### src/rtl/bcd_7seg_scanner.sv
// Four-digit multiplexed 7-segment driver fed by packed BCD over valid/ready; new values commit only at frame end.
// Optional BCD_LEADING_ZERO_BLANK_EN blanks leading zero digits 3..1.
module bcd_7seg_scanner #(
  parameter int CLK_DIV = 100000,
  parameter int DIV_W   = 17
) (
  input  logic        clk,
  input  logic        rst,
  input  logic        bcd_valid,
  input  logic [15:0] bcd_in,
  output logic        bcd_ready,
  output logic [6:0]  seg_n,
  output logic [3:0]  an_n,
  output logic        frame_start
);

  // state | meaning
  // DIG0  | units digit selected
  // DIG1  | tens digit selected
  // DIG2  | hundreds digit selected
  // DIG3  | thousands digit selected; its last tick is the frame end
  typedef enum logic [1:0] {
    DIG0 = 2'd0,
    DIG1 = 2'd1,
    DIG2 = 2'd2,
    DIG3 = 2'd3
  } state_t;

  localparam logic [DIV_W-1:0] DIV_MAX = DIV_W'(CLK_DIV - 1);

  state_t            state_q, state_d;
  logic [DIV_W-1:0]  div_cnt;
  logic [15:0]       disp;
  logic [15:0]       pend;
  logic              pend_full;

  logic              tick;
  logic              frame_end;
  logic              xfer;
  logic              commit;
  logic [1:0]        digit;
  logic [3:0]        nib;
  logic [3:0]        an_d;
  logic [6:0]        seg_d;

  function automatic logic [6:0] enc(input logic [3:0] n);
    logic [6:0] s;
    case (n)
      4'd0:    s = 7'h40;
      4'd1:    s = 7'h79;
      4'd2:    s = 7'h24;
      4'd3:    s = 7'h30;
      4'd4:    s = 7'h19;
      4'd5:    s = 7'h12;
      4'd6:    s = 7'h02;
      4'd7:    s = 7'h78;
      4'd8:    s = 7'h00;
      4'd9:    s = 7'h10;
      default: s = 7'h3F;
    endcase
    return s;
  endfunction

  assign tick      = (div_cnt == DIV_MAX);
  assign frame_end = tick && (state_q == DIG3);
  assign bcd_ready = ~pend_full & ~rst;
  assign xfer      = bcd_valid && bcd_ready;
  assign commit    = frame_end && pend_full;
  assign digit     = state_q;

  always_comb begin
    state_d = state_q;
    if (tick) begin
      case (state_q)
        DIG0:    state_d = DIG1;
        DIG1:    state_d = DIG2;
        DIG2:    state_d = DIG3;
        default: state_d = DIG0;
      endcase
    end
  end

  always_comb begin
    nib   = disp[{digit, 2'b00} +: 4];
    an_d  = ~(4'b0001 << digit);
    seg_d = enc(nib);
`ifdef BCD_LEADING_ZERO_BLANK_EN
    // A digit is blank only if it and every higher digit are literal zero nibbles.
    case (digit)
      2'd3:    if (disp[15:12] == 4'h0) seg_d = 7'h7F;
      2'd2:    if (disp[15:8]  == 8'h00) seg_d = 7'h7F;
      2'd1:    if (disp[15:4]  == 12'h000) seg_d = 7'h7F;
      default: seg_d = enc(nib);
    endcase
`endif
  end

  always_ff @(posedge clk) begin
    if (rst) begin
      state_q     <= DIG0;
      div_cnt     <= '0;
      disp        <= 16'h0000;
      pend        <= 16'h0000;
      pend_full   <= 1'b0;
      an_n        <= 4'b1111;
      seg_n       <= 7'h7F;
      frame_start <= 1'b0;
    end else begin
      state_q <= state_d;
      div_cnt <= tick ? '0 : div_cnt + DIV_W'(1);
      // Commit and transfer are exclusive: one needs pend_full set, the other clear.
      if (commit) begin
        disp      <= pend;
        pend_full <= 1'b0;
      end else if (xfer) begin
        pend      <= bcd_in;
        pend_full <= 1'b1;
      end
      an_n        <= an_d;
      seg_n       <= seg_d;
      frame_start <= (state_q == DIG0) && (an_n != 4'b1110);
    end
  end

endmodule

### config.mk
export PLATFORM = sky130hd
export DESIGN_NAME = bcd_7seg_scanner
export DESIGN_NICKNAME = d
export VERILOG_FILES = /design/src/rtl/bcd_7seg_scanner.sv
export SDC_FILE = /design/constraint.sdc
export NUM_CORES = 1
export LEC_CHECK = 0
export BUFFER_PORTS_ARGS = -buffer_cell sky130_fd_sc_hd__buf_2
export CAP_MARGIN = 15
export CORE_MARGIN = 4
export CORE_UTILIZATION = 42
export CTS_BUF_LIST = sky130_fd_sc_hd__clkbuf_4 sky130_fd_sc_hd__clkbuf_8
export CTS_CLUSTER_DIAMETER = 50
export CTS_CLUSTER_SIZE = 30
export DETAILED_ROUTE_END_ITERATION = 6
export PLACE_DENSITY = 0.67
export SETUP_SLACK_MARGIN = 0.2
export SYNTH_ARGS = -nofsm -noshare
export SYNTH_HDL_FRONTEND = slang
export SYNTH_SLANG_ARGS = --single-unit
export TNS_END_PERCENT = 50
### constraint.sdc
create_clock -name clk -period 5.42 [get_ports clk]
set_clock_uncertainty 0.2 [all_clocks]
set_input_delay 0.271 -clock clk [delete_from_list [all_inputs] [get_ports clk]]
set_output_delay 0.271 -clock clk [all_outputs]
set_load 0.03 [all_outputs]
==> summary.txt, run 1 <==
GRT
  • Vias in the first global route: roughly 1900
  • Overall Global Routing Usage: 13.6%
  • GR Overflow Total: 0
  • Initial antenna violation count: 0
  • First-pass GRT wire length: 8.25 mm
  • Largest net degree at the start of global routing: 40

Routing
  • First-pass DRT Iterations: 4
  • Vias: ~2000
  • Highest routed layer: met4
  • DR WL met3: approximately 190 microns
  • WL/cell: approximately 12 microns
  • M1 wire length: 2.32 mm
  • Post-route ant nets: 0
  • Final wirelength: 4.76 mm
  • Vias per Instance: 4.91
  • Met2 WL: 2.11 mm
  • DRC errors left: 0
  • 1st-iter DRT viols: 96

Placement
  • Buffers on Ports: 31
  • Placed cell areas: 2880 sq um
  • Setup WS pre-CTS: 2920 ps
  • DP HPWL: 3.14 mm
  • Gpl congestion: 0.833

Timing
  • Worst slew margin: between 20 and 30%
  • Max Slew Vio Count: 0
  • Final setup fails: 0
  • Minimum clock period: 2510 ps
  • Setup TNS: 0 ps
  • Hold Vio Cnt, Final: 0
  • Crit share post-route: 46.2%
  • RSZ-0062 raised after global routing: false
  • Worst Max-Slew Pin Slew: about 1100 ps
  • Fmax: about 400 MHz
  • Worst Slack Setup Final: 2910 ps

Pwr
  • Max VDD drop: 189 uV
  • Total power: approximately 1000 uW
  • Pleak: 0.00139 uW
  • Pwr Density: ~320 nW/um^2

CTS
  • Root Buffer: clkbuf_8
  • Clock Latency Late Sink: ~330 ps
  • Number of buffers created by CTS: 9
  • Htree depth: 3
  • Setup Fix Bufs, Post-CTS: 0
  • Maximum buffer depth of the clock tree: 2
  • Clock Pin Slew Worst Setup and Hold Paths: about 70 ps
  • Post-CTS Resized: 0
  • TritonCTS clock tree: done
  • Clock sinks: 64

Yosys
  • Post-synth cell types: 41
  • Ys flop type: dfxtp_1
  • Post-synth EDFFs: 0
  • Yosys reg bits: 64
  • Yosys warnings: 0
  • Share of the yosys chip area belonging to registers: a little under half
  • Async SR Flop Fraction: 0%
  • Area leader, netlist: dfxtp_1
  • Synthesized area per cell: 9.91 sq um
  • Syn_nets: 306
  • Synth Instances: 277
  • Synth top area share: 46.7%
  • Mapped cell area: between 2000 and 3000 sq um
  • Ranking of synthesized cells by area: dfxtp_1, nand2_1, mux2i_1

Min path
  • Worst Hold Path EP: digit[0]$_SDFFE_PP0N_
  • Min-Delay Startpoint: rst
  • Hold Path Depth: 2
  • HP Class: input port to flop

Setup path
  • Reg2Reg Setup Slack: 2910 ps
  • Worst reg-to-reg path cell count: 5
  • Worst-path fanout max: 15
  • Crit. End Element: flop
  • RR Endpoint: div_cnt[14]$_SDFF_PP0_
  • Start point of the critical path: div_cnt[0]$_SDFF_PP0_
  • Critical path type: flop to flop
  • FF-to-FF Start: div_cnt[0]$_SDFF_PP0_
  • Critical Path AT: between 2000 and 3000 ps
  • Worst EP required: 5450 ps
  • CP Launch Type: flop

Floorplan
  • Die width: between 80 and 90 microns
  • Rows: 29
  • I/O pins: 32
  • Die height: 88.8 microns
  • Full die area: between 7000 and 8000 sq um
  • Initial Utilization: 43.2%
  • Core ar.: ~6300 sq um

Layout
  • Share of cells above drive strength 1: 20.6%
  • Final #Nets: 350
  • ANT cells: 0
  • Layout area overhead: 20.3%
  • Most common cell after layout, fill and taps aside: dfxtp_1
  • Commonest cells after routing, fill and taps aside: dfxtp_1, nand2_1, buf_2
  • Fin area: about 3300 sq um

Status
  • Status: finished, final reports clean

Flow run
  • Maxcap violations: 0
## critical path: stages, from the launching register on
cell and delay (ps):
dfxtp_1 360, ha_1 210, and4_4 250, and4_1 310, or2_1 830, o21ba_1 240
## cell usage after synthesis (3+ instances only)
cell / n
a21oi_1: 4
o21ai_0: 20
inv_1: 10
nor2_4: 8
and3_1: 3
o31ai_1: 5
buf_6: 4
clkbuf_1: 8
dfxtp_1: 64
ha_1: 10
nor2_2: 3
nor2_1: 8
mux4_2: 4
mux2i_1: 21
nand3_1: 4
nand4_1: 5
nand2_1: 59
xor2_1: 9
## layout make-up
| cell class | count | area [sq um] |
|---|---|---|
| sequential | 64 | 1280 |
| clock inverter | 6 | 116 |
| timing repair buffer | 49 | 333 |
| inverter | 10 | 37.5 |
| tap | 77 | 96.3 |
| clock buffer | 10 | 138 |
| multi-input combinational | 187 | 1300 |
| fill | 556 | 3050 |
## how the worst max path moves through the flow
stage	slack, ps	endpoint	depth (start not counted)
after CTS	2900	div_cnt[14]$_SDFF_PP0_	5
after floorplan	3460	seg_n[4]$_SDFF_PP1_	6
after global routing	2810	div_cnt[14]$_SDFF_PP0_	5
after detailed placement	2920	div_cnt[14]$_SDFF_PP0_	5
after global placement	2950	div_cnt[14]$_SDFF_PP0_	5
final	2910	div_cnt[14]$_SDFF_PP0_	5
## state kept, by name, indices dropped and copies added (netlist names)
register     cells
digit            2
seg_n            7
frame_start      1
pend_full        1
an_n             4
disp            16
div_cnt         17
pend            16
## kinds of logic after synthesis
family	Yosys count	share of synthesized area, %
AOI/OAI and AO/OA	34	7.34
xor gates and xnor gates	10	3.19
adders and majority gates	10	4.56
buffers and inverters	26	5.93
DFF	64	46.7
muxes	26	11.4
and+or+nand+nor	107	20.9
## power by group
part	internal, uW	leakage, uW	total (uW)	switching [uW]
combinational	23.4	0.000740	55.9	32.5
clock	320	0.000127	505	185
sequential	484	0.000522	488	4.50
## through the flow
step                util, %  hold WS, ps  cells
detailed placement     45.3          246    370
global route           52.0         20.3    403
CTS                    52.0        0.440    403
global placement       45.3          237    370
floorplan                 -          180    277
finish                 52.0         19.6    403
## timing repair
item	4_1_cts	5_1_grt
hold buffers	17	0
hold endpoints to repair	17	0
endpoints found under the setup margin	0	0
## per-layer routing
layer  track usage (%)  vias to the layer above
met5                 0                        -
met4              7.28                        0
met3              4.47                       10
met2              20.8                       39
met1              16.9                      898
li1                  -                     1033
Note: power is estimated with default switching activity, not from simulation.
==> inputs of run 2 (changes only) <==
Settings changed: ABC_AREA from default to 1, PLACE_DENSITY 0.67 to 0.69.
Clock period 5.42 ns to 2.1 ns, I/O delays scaled along.
==> run 2 against run 1 <==
Net effect: power up 140%; largest power group is now sequential cells; critical path type unchanged; first-iteration DRC count grew 61%; largest cell class unchanged; register-to-register slack got worse by 2600 ps; maximum frequency is 40% higher; non-clock buffer count grew 4; sequential power rose to 2.6 times the previous value.
==> summary.txt, run 2 <==
Yosys
  • Yosys warnings: 0
  • Commonest cells post-synth: nand2_1, dfxtp_1, inv_1, o21ai_0, nor2_1
  • Synthesized area per cell: 7.34 sq um
  • Area leader, netlist: dfxtp_1
  • Synth Instances: 392
  • Top-count cell post-synth: nand2_1
  • Share of the yosys chip area belonging to registers: 44.5%
  • Synth top area share: between 40% and 50%
  • Post-synth cell types: 30
  • Syn_nets: 421
  • Yosys reg bits: between 60 and 70
  • Ys flop type: dfxtp_1
  • Post-synth EDFFs: 0
  • Mapped cell area: 2880 sq um
  • Async SR Flop Fraction: 0%
  • Ranking of synthesized cells by area: dfxtp_1, nand2_1, inv_1

Layout
  • Layout area overhead: 21.3%
  • Most common cell after layout, fill and taps aside: nand2_1
  • Fin cells: 529
  • Commonest cells after routing, fill and taps aside: nand2_1, dfxtp_1, inv_1
  • Biggest regs: div_cnt x17, disp x16, pend x16
  • Max reg flops: 17
  • Share of cells above drive strength 1: between 15 and 20%
  • ANT cells: 0
  • Reg with most FFs: div_cnt
  • Final #Nets: 476

Status
  • Status: finished, final reports clean

CTS
  • Clock Latency Late Sink: 340 ps
  • TritonCTS clock tree: done
  • Root Buffer: clkbuf_8
  • Clock sinks: 64
  • Htree depth: 3
  • Number of buffers created by CTS: 9
  • Maximum buffer depth of the clock tree: 2
  • Clock Pin Slew Worst Setup and Hold Paths: about 70 ps

Timing
  • Fmax: 561 MHz
  • Worst Max-Slew Pin Slew: between 400 and 500 ps
  • Max Slew Vio Count: 0
  • Minimum clock period: 1780 ps
  • Final setup fails: 0
  • Hold Vio Cnt, Final: 0
  • RSZ-0062 raised after global routing: false
  • Worst slew margin: 69.0%
  • Crit share post-route: 85.0%
  • Setup TNS: 0 ps

Setup path
  • Critical path type: flop to flop
  • Worst EP required: 2120 ps
  • FF-to-FF Start: digit[1]$_SDFFE_PP0N_
  • Crit. End Element: flop
  • Worst-path fanout max: 8
  • Start point of the critical path: digit[1]$_SDFFE_PP0N_
  • CP Launch Type: flop
  • Critical Path AT: 1810 ps

Pwr
  • Max VDD drop: 354 uV
  • Pleak: 0.00164 uW
  • Pwr Density: 717 nW/um^2

Routing
  • Vias: approximately 2400
  • DRC errors left: 0
  • Vias per Instance: 4.58
  • WL/cell: 10.5 microns
  • 1st-iter DRT viols: 155
  • Post-route ant nets: 0
  • First-pass DRT Iterations: 4
  • Final wirelength: 5.53 mm

Floorplan
  • Full die area: 8240 sq um
  • Rows: 29
  • Core ar.: 6490 sq um
  • Initial Utilization: 44.3%
  • Die width: 90.8 microns
  • I/O pins: 32
  • Die height: between 90 and 100 microns

GRT
  • First-pass GRT wire length: 9.73 mm
  • Overall Global Routing Usage: 14.5%
  • Initial antenna violation count: 0
  • GR Overflow Total: 0
  • Vias in the first global route: ~2200
  • Largest net degree at the start of global routing: 33

Min path
  • HP Class: flop to flop
  • Min-Delay Startpoint: div_cnt[0]$_SDFF_PP0_

Placement
  • Buffers on Ports: 31
  • Placed Cells: 495
  • DP HPWL: 3.79 mm
  • Gpl congestion: a little over 0.8

Flow run
  • Maxcap violations: 0
run 2: path summary, 6_finish.rpt:
| check | cells after the start | to | slack [ps] |
|---|---|---|---|
| hold reg to reg | 1 | div_cnt[0]$_SDFF_PP0_ | 250 |
| hold / removal | 1 | div_cnt[0]$_SDFF_PP0_ | 250 |
| setup reg to reg | 9 | seg_n[6]$_SDFF_PP1_ | 320 |
| setup / recovery | 9 | seg_n[6]$_SDFF_PP1_ | 320 |
run 2: cell families after synthesis:
| logic type | share of synthesized area [%] |
|---|---|
| fa+ha+maj | 4.35 |
| buf+inv | 9.48 |
| simple gates | 32.1 |
| compound gates | 7.66 |
| xor+xnor | 1.83 |
| flops | 44.5 |
run 2: power breakdown:
| group | internal (uW) | total (uW) | switching [uW] |
|---|---|---|---|
| registers | 1250 | 1260 | 11.6 |
| clock network | 584 | 1090 | 504 |
| logic | 66.3 | 155 | 88.3 |
| total | 1900 | 2500 | 604 |
run 2: timing repair:
item / 4_1_cts / 5_1_grt
resized for setup: 1 / 3
endpoints found under the setup margin: 2 / 12
hold buffers: 18 / 0
endpoints found under the hold margin: 24 / 0
buffers inserted: 0 / 0
run 2: final cells by class:
cell class / instances / area (sq um)
clock buffers: 10 / 138
clock inverters: 6 / 67.6
fillers: 630 / 3010
inverters: 56 / 210
multi-input cells: 263 / 1330
flip-flops and latches: 64 / 1280
well taps: 77 / 96.3
repair buffers: 53 / 365
run 2: through the flow:
step / hold slack, ps / utilization [%] / power (uW) / cell area, sq um / setup slack, ps
after floorplan: 4.72 / - / 1380 / 2880 / 345
after global placement: 103 / 47.7 / 1410 / 3100 / 258
after detailed placement: 107 / 47.7 / 1420 / 3100 / 168
after CTS: 257 / 53.6 / 2530 / 3480 / 208
after global routing: 276 / 53.7 / 2590 / 3490 / 172
final: 251 / 53.7 / 2500 / 3490 / 316
run 2: worst max-delay path, cell delays in order, from the launching register on:
cell and delay [ps]:
dfxtp_2 410, inv_2 90, a21oi_1 110, o21ai_1 90
nand2_2 120, inv_1 90, ha_1 190, or2_1 240
nand3_1 80, nand2_1 40
run 2: layer usage:
layer	global-route usage (%)	wire length, microns
met1	18.7	2800
met4	6.89	95
met5	0	0
met3	4.50	307
met2	21.9	2330
==> inputs of run 3 (changes only) <==
Clock period 2.1 ns to 1.5 ns, I/O delays scaled along.
==> run 3 against run 2 <==
Net effect: the run now ends with setup timing left; routed wire length up 40%; count of clock-buffer cells in the layout up 1; sequential power up 40%; critical endpoint unchanged.
==> summary.txt, run 3 (same netlist as run 2, synthesis figures left out) <==
GRT
  • GR Overflow Total: 0
  • Vias in the first global route: 2538
  • Initial antenna violation count: 0
  • First-pass GRT wire length: 11.4 mm
  • Largest net degree at the start of global routing: 33
  • Overall Global Routing Usage: 17.2%

Timing
  • RSZ-0062 raised after global routing: true
  • Hold slack final: 74.9 ps
  • Max Slew Vio Count: 0
  • Worst slew margin: between 50% and 60%
  • Hold Vio Cnt, Final: 0
  • Fmax: 587 MHz
  • Worst Max-Slew Pin Slew: between 700 and 800 ps
  • Minimum clock period: approximately 1700 ps
  • Crit share post-route: 114%
  • Final setup fails: 42
  • Setup TNS: -2740 ps
  • Worst Slack Setup Final: -205 ps

Routing
  • First-pass DRT Iterations: 4
  • WL/cell: approximately 14 microns
  • Post-route ant nets: 0
  • Vias per Instance: 4.93
  • Vias: 2809
  • DRC errors left: 0
  • Final wirelength: 7.73 mm
  • 1st-iter DRT viols: between 100 and 150

Pwr
  • Total power: 3660 uW
  • Pwr Density: 831 nW/um^2
  • Pleak: roughly 0.0019 uW
  • Max VDD drop: 782 uV

Layout
  • Biggest regs: div_cnt x17, disp x16, pend x16
  • Reg with most FFs: div_cnt
  • Max reg flops: 17
  • Fin util: 67.8%
  • Fin area: 4400 sq um
  • Most common cell after layout, fill and taps aside: nand2_1
  • Final #Nets: 517
  • Layout area overhead: 53.0%
  • Commonest cells after routing, fill and taps aside: nand2_1, dfxtp_1, inv_1
  • ANT cells: 0
  • Share of cells above drive strength 1: 42.6%

Setup path
  • Worst-path fanout max: 7
  • Worst reg-to-reg path cell count: 9
  • Reg2Reg Setup Slack: -200 ps
  • Worst EP required: 1540 ps
  • RR Endpoint: seg_n[6]$_SDFF_PP1_
  • FF-to-FF Start: digit[0]$_SDFFE_PP0N_
  • CP Launch Type: flop
  • Critical path type: flop to flop
  • Critical Path AT: 1750 ps
  • Crit. End Element: flop

Min path
  • Min-Delay Startpoint: rst
  • Hold Path Depth: 4
  • Worst Hold Path EP: pend[3]$_SDFFE_PP0P_
  • HP Class: input port to flop

Status
  • Failing checks: setup timing
  • Status: finished, violations left

CTS
  • Maximum buffer depth of the clock tree: 2
  • Number of buffers created by CTS: 9
  • Root Buffer: clkbuf_8
  • Clock Pin Slew Worst Setup and Hold Paths: 80 ps
  • Clock sinks: 64
  • Clock Latency Late Sink: 340 ps
  • Htree depth: 3
  • TritonCTS clock tree: done

Floorplan
  • Full die area: approximately 8000 sq um
  • Core ar.: between 6000 and 7000 sq um
  • Initial Utilization: around 44%
  • Die height: 90.8 microns
  • Die width: 90.8 microns
  • I/O pins: 32
  • Rows: 29

Placement
  • DP HPWL: 4.33 mm
  • Placed cell areas: 3390 sq um
  • Gpl congestion: 0.832
  • Buffers on Ports: 31

Flow run
  • Maxcap violations: 0
## run 3: metal layers
layer | share of wire [%] | GRT usage (%)
met5 | 0 | 0
met4 | 3.3 | 9.82
met3 | 4.0 | 4.08
met2 | 50 | 27.5
met1 | 43 | 21.0
## run 3: worst max path at each step
stage                     startpoint                   to  slack [ps]  cells past startpoint
6_report       digit[0]$_SDFFE_PP0N_  seg_n[6]$_SDFF_PP1_        -200                      9
5_1_grt        digit[0]$_SDFFE_PP0N_  seg_n[6]$_SDFF_PP1_        -290                      9
4_1_cts        digit[0]$_SDFFE_PP0N_  seg_n[0]$_SDFF_PP1_        -100                      7
3_5_place_dp   digit[0]$_SDFFE_PP0N_  seg_n[6]$_SDFF_PP1_        -160                      9
3_3_place_gp   digit[0]$_SDFFE_PP0N_  seg_n[5]$_SDFF_PP1_         -80                      9
2_1_floorplan  digit[0]$_SDFFE_PP0N_  seg_n[5]$_SDFF_PP1_         -90                      9
## run 3: layout make-up
cell class                 count  area (sq um)
sequential                    64          1300
clock inverter                 5          61.3
timing repair buffer          90           724
fill                         467          2090
tap                           77          96.3
clock buffer                  11           151
inverter                      56           218
multi-input combinational    267          1850
## run 3: worst max-delay path, cell delays in order, from the launching register on
cell and delay [ps]:
dfxtp_4 400, buf_6 150, nand2_2 50, nand3_2 80, nand2_4 110, inv_2 60
ha_4 140, or2_1 230, nand3_1 110, nand2_1 70
## run 3: per-stage QoR
| step | cells | worst slack [ps] |
|---|---|---|
| after floorplan | 392 | -94.7 |
| after global placement | 525 | -83.0 |
| after detailed placement | 525 | -157 |
| after CTS | 563 | -102 |
| after global routing | 570 | -287 |
| final | 570 | -205 |
## run 3: power by group
part           internal (uW)  leakage, uW  switching, uW
Combinational            130      0.00130            161
Sequential              1740     0.000526           20.0
Clock                    871     0.000107            731
Total                   2750      0.00193            911
## run 3: timing repair
action | in CTS | in global routing
hold buffers | 18 | 0
cloned | 3 | 2
buffers inserted | 1 | 5
hold endpoints to repair | 24 | 0
pin swaps | 19 | 28
endpoints found under the setup margin | 45 | 53
gates resized for setup | 41 | 88
